## config.mk

```make
export PLATFORM = sky130hd
export DESIGN_NAME = gpr_writeback_arbiter
export DESIGN_NICKNAME = d
export VERILOG_FILES = /design/src/rtl/gpr_writeback_arbiter.sv
export SDC_FILE = /design/constraint.sdc
export NUM_CORES = 1
export LEC_CHECK = 0
export CAP_MARGIN = 20
export CORE_AREA = 10 10 107 109
export DETAILED_ROUTE_END_ITERATION = 8
export DIE_AREA = 0 0 117 119
export DONT_BUFFER_PORTS = 1
export REMOVE_ABC_BUFFERS = 1
export SYNTH_ARGS = -nofsm -noshare
export SYNTH_HDL_FRONTEND = slang
export SYNTH_SLANG_ARGS = --single-unit
```

## constraint.sdc

```tcl
create_clock -name clk -period 2.13 [get_ports clk]
set_clock_uncertainty 0.1 [all_clocks]
set_input_delay 0.426 -clock clk [delete_from_list [all_inputs] [get_ports clk]]
set_output_delay 0.426 -clock clk [all_outputs]
set_load 0.03 [all_outputs]
```

## src/rtl/gpr_writeback_arbiter.sv

```systemverilog
// gpr_writeback_arbiter
//   Shares the single GPR write port between NREQ writeback requesters
//   using valid/ready handshakes and round-robin arbitration. The accepted
//   request is registered and presented on the write port one cycle later.
//   Writes to register 0 complete the handshake but never raise write_enable.
//
// Parameters: NREQ (2..8), DATA_W, ADDR_W
// Ports:
//   clk, reset_n              clock, async active-low reset
//   rf_hold                   suppress all grants this cycle
//   req_valid/addr/data       flattened per-requester request (slice i)
//   req_ready                 one-hot grant, combinational
//   write_enable/write/write_data  registered register-file write port
//   last_grant                index of the most recently accepted requester
//   byp_read*/byp_in*/byp_out*     read-data bypass around the write port
//
// Optional feature: define WB_BYPASS_EN to forward the pending write into
// byp_out1/byp_out2; otherwise the read data passes straight through.
module gpr_writeback_arbiter #(
    parameter int NREQ   = 3,
    parameter int DATA_W = 32,
    parameter int ADDR_W = 5
) (
    input  logic                     clk,
    input  logic                     reset_n,
    input  logic                     rf_hold,
    input  logic [NREQ-1:0]          req_valid,
    input  logic [NREQ*ADDR_W-1:0]   req_addr,
    input  logic [NREQ*DATA_W-1:0]   req_data,
    output logic [NREQ-1:0]          req_ready,
    output logic                     write_enable,
    output logic [ADDR_W-1:0]        write,
    output logic [DATA_W-1:0]        write_data,
    output logic [2:0]               last_grant,
    input  logic [ADDR_W-1:0]        byp_read1,
    input  logic [ADDR_W-1:0]        byp_read2,
    input  logic [DATA_W-1:0]        byp_in1,
    input  logic [DATA_W-1:0]        byp_in2,
    output logic [DATA_W-1:0]        byp_out1,
    output logic [DATA_W-1:0]        byp_out2
);
    localparam int PTR_W = 3;

    logic [NREQ-1:0][ADDR_W-1:0] addr_a;
    logic [NREQ-1:0][DATA_W-1:0] data_a;

    for (genvar i = 0; i < NREQ; i++) begin : g_unpack
        assign addr_a[i] = req_addr[i*ADDR_W +: ADDR_W];
        assign data_a[i] = req_data[i*DATA_W +: DATA_W];
    end

    logic [PTR_W-1:0]  rr_ptr_q, rr_ptr_d;
    logic [PTR_W-1:0]  last_grant_q, last_grant_d;
    logic              write_enable_q, write_enable_d;
    logic [ADDR_W-1:0] write_q, write_d;
    logic [DATA_W-1:0] write_data_q, write_data_d;

    logic [PTR_W-1:0]  gnt_idx;
    logic              gnt_found;
    logic              accept;
    logic [NREQ-1:0]   gnt_oh;
    logic [ADDR_W-1:0] sel_addr;
    logic [DATA_W-1:0] sel_data;

    // Round-robin search as two linear passes: first the requesters at or
    // above the pointer, then the wrapped-around ones below it.
    always_comb begin
        gnt_found = 1'b0;
        gnt_idx   = '0;
        for (int i = 0; i < NREQ; i++) begin
            if (!gnt_found && req_valid[i] && (PTR_W'(i) >= rr_ptr_q)) begin
                gnt_found = 1'b1;
                gnt_idx   = PTR_W'(i);
            end
        end
        for (int i = 0; i < NREQ; i++) begin
            if (!gnt_found && req_valid[i] && (PTR_W'(i) < rr_ptr_q)) begin
                gnt_found = 1'b1;
                gnt_idx   = PTR_W'(i);
            end
        end
    end

    // reset_n gates the grant so req_ready is 0 while reset is held.
    assign accept = gnt_found && !rf_hold && reset_n;

    always_comb begin
        gnt_oh   = '0;
        sel_addr = '0;
        sel_data = '0;
        for (int i = 0; i < NREQ; i++) begin
            gnt_oh[i] = accept && (gnt_idx == PTR_W'(i));
            if (gnt_oh[i]) begin
                sel_addr = addr_a[i];
                sel_data = data_a[i];
            end
        end
    end

    assign req_ready = gnt_oh;

    always_comb begin
        rr_ptr_d       = rr_ptr_q;
        last_grant_d   = last_grant_q;
        write_d        = write_q;
        write_data_d   = write_data_q;
        write_enable_d = 1'b0;
        if (accept) begin
            rr_ptr_d       = (gnt_idx == PTR_W'(NREQ - 1)) ? '0 : gnt_idx + PTR_W'(1);
            last_grant_d   = gnt_idx;
            write_d        = sel_addr;
            write_data_d   = sel_data;
            write_enable_d = (sel_addr != '0);
        end
    end

    always_ff @(posedge clk or negedge reset_n) begin
        if (!reset_n) begin
            rr_ptr_q       <= '0;
            last_grant_q   <= '0;
            write_enable_q <= 1'b0;
            write_q        <= '0;
            write_data_q   <= '0;
        end else begin
            rr_ptr_q       <= rr_ptr_d;
            last_grant_q   <= last_grant_d;
            write_enable_q <= write_enable_d;
            write_q        <= write_d;
            write_data_q   <= write_data_d;
        end
    end

    assign write_enable = write_enable_q;
    assign write        = write_q;
    assign write_data   = write_data_q;
    assign last_grant   = last_grant_q;

`ifdef WB_BYPASS_EN
    // Covers the cycle between acceptance and the register-file update.
    assign byp_out1 = (write_enable_q && (write_q == byp_read1) && (byp_read1 != '0))
                      ? write_data_q : byp_in1;
    assign byp_out2 = (write_enable_q && (write_q == byp_read2) && (byp_read2 != '0))
                      ? write_data_q : byp_in2;
`else
    logic unused_byp_read;
    assign unused_byp_read = ^{byp_read1, byp_read2};
    assign byp_out1 = byp_in1;
    assign byp_out2 = byp_in2;
`endif

endmodule

```

Word-level counts from Yosys, hierarchy flattened
Cells that the tools add are included.
{ "word_totals": {"reg_bits": 44, "latch_bits": 0, "ram_bits": 0, "romBits": 0, "input_bits": 191, "output_inout_bits": 108, "elab_cells": 57, "mem_count": 0} }
{ "classes": {"addsub": 1, "n_mul": 0, "div_mod_pow": 0, "magnitude_cmp": 6, "eq_ne": 2, "n_shift": 0, "muxes": 19, "bitwise": 0, "reduce_logical": 24} }
{ "ops": {"columns": ["op", "count"], "rows": [
  ["32-bit two-way mux", 3],
  ["1-bit logical AND", 16],
  ["5-bit two-way mux", 3],
  ["3-bit two-way mux", 4],
  ["1-bit two-way mux", 8],
  ["1-bit by 3-bit >= comparator with 1-bit output (first input constant)", 2],
  ["1-bit zero test", 6],
  ["1-bit by 3-bit < comparator with 1-bit output (first input constant)", 2],
  ["5-bit nonzero test", 1],
  ["3-bit by 1-bit adder with 3-bit output (second input constant)", 1],
  ["3-bit by 1-bit equality test with 1-bit output (second input constant)", 1],
  ["3-bit by 2-bit equality test with 1-bit output (second input constant)", 1],
  ["2-bit by 3-bit >= comparator with 1-bit output (first input constant)", 1],
  ["3-bit zero test", 1],
  ["2-bit by 3-bit < comparator with 1-bit output (first input constant)", 1],
  ["2-bit two-way mux", 1]
]} }

Logic depth before layout (Yosys ltp)
{ "logic_depth": {"word_depth": 31, "mapped_depth": 8, "ltp_nobuf": 6} }

Least setup slack after synthesis
Ideal clock, no wire load.
{ "synth_timing": {"path_kind": "input -> output", "startpoint": "input port req_valid[1]", "endpoint": "output port req_ready[2]", "t_arrival_ns": 1.764, "t_required_ns": 1.604, "slack_ns": -0.160, "stages": 6, "path_buffers": 3, "path_cell_list": "buf_2 -> nor4b_1 -> o31ai_2 -> buf_4 -> buf_2 -> nor2_1"} }
{ "synth_via": {"elab_chain_cells": 22, "word_cells_on_any_way": 28, "classes_between": "1 x eq/ne; 10 x mux; 17 x reduce/logical"} }
{ "synth_rtl": {"columns": ["element", "line", "rtl"], "rows": [
  ["start: declaration", "27", "input logic [NREQ-1:0] req_valid,"],
  ["branches (longest 21 deep; another with 1-bit logical AND)", null, null],
  ["1-bit logical AND *", "92", "gnt_oh[i] = accept && (gnt_idx == PTR_W'(i));"],
  ["end: declaration", "30", "output logic [NREQ-1:0] req_ready,"]
]} }
Every way passes the cells marked *.

Worst setup path in the final report
{ "layout_timing": {"startpoint": "register rr_ptr_q[0]", "endpoint": "output port req_ready[0]"} }
{ "layout_via": {"elab_chain_cells": 26, "word_cells_on_any_way": 37, "classes_between": "6 x order compare; 11 x mux; 20 x reduce/logical"} }
{ "layout_rtl": {"columns": ["element", "line", "rtl"], "rows": [
  ["start: declaration", "52", "logic [PTR_W-1:0] rr_ptr_q, rr_ptr_d;"],
  ["start signal: assignment", "125", "rr_ptr_q <= rr_ptr_d;"],
  ["1-bit by 3-bit >= comparator with 1-bit output", "71", "if (!gnt_found && req_valid[i] && (PTR_W'(i) >= rr_ptr_q)) begin"],
  ["1-bit logical AND", "71", null],
  ["1-bit two-way mux", "71", null],
  ["1-bit zero test", "71", null],
  ["1-bit logical AND (2 in a row)", "71", null],
  ["1-bit two-way mux", "71", null],
  ["1-bit zero test", "71", null],
  ["1-bit logical AND (2 in a row)", "71", null],
  ["[... 5 more ...]", null, null],
  ["1-bit zero test", "77", "if (!gnt_found && req_valid[i] && (PTR_W'(i) < rr_ptr_q)) begin"],
  ["1-bit logical AND (2 in a row)", "77", null],
  ["1-bit two-way mux", "77", null],
  ["1-bit zero test", "77", null],
  ["1-bit logical AND (2 in a row)", "77", null],
  ["1-bit two-way mux", "77", null],
  ["1-bit logical AND (2 in a row)", "85", "assign accept = gnt_found && !rf_hold && reset_n;"],
  ["1-bit logical AND *", "92", null]
]} }
Every way passes the cells marked *; elsewhere a longest branch is shown, timed or not.

==> reports/results.ini <==
[synthesis]
synth_flop_cell = dfrtp_1
synthSimpleGateAreaFrac_pct = 18.29
synth_mux_area_share_pct = 0
yosys-top-cells-area = dfrtp_1, buf_4, a311oi_1, nand2_1, a21o_1
synth_top_family_by_area = compound AO/OA/AOI/OAI gates
synthXorXnorAreaFrac_pct = 0
synthCells = 345
yosysTopAreaCell = dfrtp_1
synth_compound_area_share_pct = 23.30
ys_seq_elements = 43
synth_top_area_share_pct = 37.18
yosys.cell_count.top_type = nand2_1
synth_edf_count = 0
synth_area_sq_mm = 0.002894
yosysUniqueCellTypes = 23
avgSynthCellArea_sq_um = 8.388
netlist_top_cells_count = nand2_1, buf_4, dfrtp_1
yosys.area_share.adder_pct = 0
async_flop_share_pct = 100.0
synth-seq-area-share_pct = 37.18
synth_warnings = 0

[setup_path]
path_max_fanout = 5
r2r_cells = 9
end_kind = primary output
critPathLaunchType = flip-flop
cp_slowest_cell = dfrtp_2
r2r-end = write_enable
critPathKind = flip-flop to primary output
arrival_ns = 1.62
r2r-start = rr_ptr_q[0]
required_ns = 1.60
cp_top_family = flip-flops
slowest_delay_ns = 0.45
rrSetupSlack_ns = 0.07
crit_buf_inv = 1
crit_chain = nor4b_4 > o31ai_4 > nand2b_1 > nor2_2 > buf_6

[clock_tree]
clock-sinks = 43
cts.root.buffer_cell = clkbuf_8
clkSlewWorstSetupHoldPaths_ns = 0.09
cts_made_buffers = 5
htreeDepth = 2
clk_latency_ns = 0.29
tritoncts = yes
cts_buffer_depth = 2

[worst_hold_path]
hp-start = req_data[42]
holdPathStages = 3
hold_class = input pin to flip-flop
worstHoldEndpoint = write_data[10]

[sta]
setup_viol = 2
setup_tns_ns = -0.01354
relSlewSlack_pct = 60.43
period_share_pct = 100.6
fmax_mhz = 466.9
whs_ns = 0.3248
final.min_clock_period_ns = 2.142
fin_ws_ns = -0.01183
grt_setup_unrepaired = yes
slew_viol_final = 0
worst_pin_slew_ns = 0.5921
hold_viol_final = 0

[power_and_ir_drop]
p_sw_mw = 1.084
p_leak_nw = 1.401
pwr-share-seq_pct = 57.5
power_frac_clock_pct = 19.8
switching_share_pct = 42.25
power_density_mw_per_mm2 = 909.5
combinationalPowerShare_pct = 22.7
peakVddDrop_mv = 0.2705
p_int_mw = 1.482

[place]
dpl.hpwl_mm = 10.34
gp_congestion = 0.8321
io_buffers = 0
dp.cells = 386

[die]
core_area_sq_mm = 0.009459
start_util_pct = 30.60
fp.dieH_um = 119
top_level_ports = 299
rows = 36
die-area_sq_mm = 0.01392
floorplan.die.width_um = 117

[routing]
via_per_inst = 5.835
drt_wl_total_mm = 13.18
vias = 2334
wl_per_cell_um = 32.94
first_pass_iters = 4
ant_nets = 0
remaining_drc_errors = 0
drtIter0Drc = 98

[grt]
grt_pass1_vias = 2523
grt_usage_pct = 17.96
grt_max_degree = 44
grt_pass1_wl_mm = 18.15
gr-total-overflow = 0
antenna_found_initial = 0

[finish]
instances_no_fill = 400
syn_to_final_growth_pct = -2.507
nFillCells = 986
final_util_pct = 29.83
fin_nets = 476
diodes = 0
post_route_cells_drive_above_1_share_pct = 15.38

[status]
status = finished with violations
failed_checks = setup timing

[run]
cap_viol_max_count = 0

[registers in the layout, indices dropped and copies added (netlist names)]
name / cells
write_data: 32
write: 5
rr_ptr_q: 3
last_grant: 2
write_enable: 1
[worst min-delay path, stage by stage]
cell	delay (ns)
nand2_1	0.04
a311oi_1	0.08
a21o_1	0.14
[power by group through the flow]
stage / clock network [mW] / registers [mW] / logic, mW
4_1_cts: 0.544 / 1.48 / 0.574
2_1_floorplan: 0 / 1.43 / 0.384
3_3_place_gp: 0 / 1.49 / 0.501
6_report: 0.507 / 1.48 / 0.584
5_1_grt: 0.574 / 1.50 / 0.660
3_5_place_dp: 0 / 1.49 / 0.521
[worst max-delay path by stage]
stage,from,endpoint,slack (ns),cells after the start
6_report,rr_ptr_q[0],req_ready[0],-0.01,5
5_1_grt,rr_ptr_q[0],req_ready[1],-0.09,5
2_1_floorplan,rr_ptr_q[0],req_ready[1],-2.19,4
3_3_place_gp,rr_ptr_q[0],write_enable,-0.03,8
4_1_cts,rr_ptr_q[0],req_ready[1],-0.06,5
3_5_place_dp,rr_ptr_q[1],write_enable,-0.10,7
[per-stage QoR]
stage               power [mW]  instance area [sq um]  setup WS [ns]
floorplan                1.811                   2287         -2.194
CTS                      2.597                   2780       -0.05857
finish                   2.566                   2821       -0.01183
global route             2.740                   2821       -0.08552
detailed placement       2.014                   2586        -0.1033
global placement         1.991                   2586       -0.03054
[cell type report]
cell class                      count  area (sq um)  area share (%)
Clock buffer                        7         76.32           2.705
Timing Repair Buffer               21         232.7           8.248
Inverter                            1         3.754          0.1330
Tap cell                          114         142.6           5.055
Clock inverter                      1         5.005          0.1774
Multi-Input combinational cell    213          1281           45.41
Sequential cell                    43          1080           38.27
[kinds of logic (layout without fill, tap and decap cells)]
logic type / after synthesis / count (layout)
AND/OR/NAND/NOR: 130 / 130
other: 1 / 1
buffers and inverters: 89 / 30
AO/OA/AOI/OAI: 82 / 82
flip-flops: 43 / 43
[cell usage in the layout (no fill, tap or decap), types with 2 or more instances in the layout]
| cell | synthesis | layout |
|---|---|---|
| nor2_2 | 0 | 4 |
| nand2_1 | 77 | 77 |
| a21o_1 | 38 | 38 |
| o21ai_0 | 3 | 2 |
| nor2_4 | 1 | 2 |
| clkbuf_8 | 0 | 5 |
| a311o_1 | 3 | 3 |
| a311oi_1 | 34 | 32 |
| buf_12 | 0 | 2 |
| nand2b_1 | 2 | 2 |
| clkbuf_1 | 7 | 2 |
| dfrtp_1 | 43 | 40 |
| buf_4 | 70 | 14 |
| nand4_1 | 3 | 3 |
| dfrtp_2 | 0 | 3 |
| buf_16 | 0 | 2 |
| a311oi_2 | 0 | 2 |
| buf_6 | 0 | 2 |
| nor2_1 | 42 | 37 |
| nor3b_2 | 0 | 2 |
[per-layer routing]
metal	routed length, um	vias up	GRT usage [%]
met4	56	4	2.937
met2	4616	231	20.89
li1	-	1000	-
met5	109	-	7.037
met3	3100	10	18.42
met1	5292	1089	21.89
[what timing repair did]
item | CTS | global route
setup buffers | 2 | 2
gates cloned | 0 | 0
pin swaps | 2 | 4
setup endpoints to repair | 6 | 8
resized for setup | 11 | 8
hold buffers | 2 | 0
endpoints found under the hold margin | 43 | 0
(Power assumes the default switching activity.)
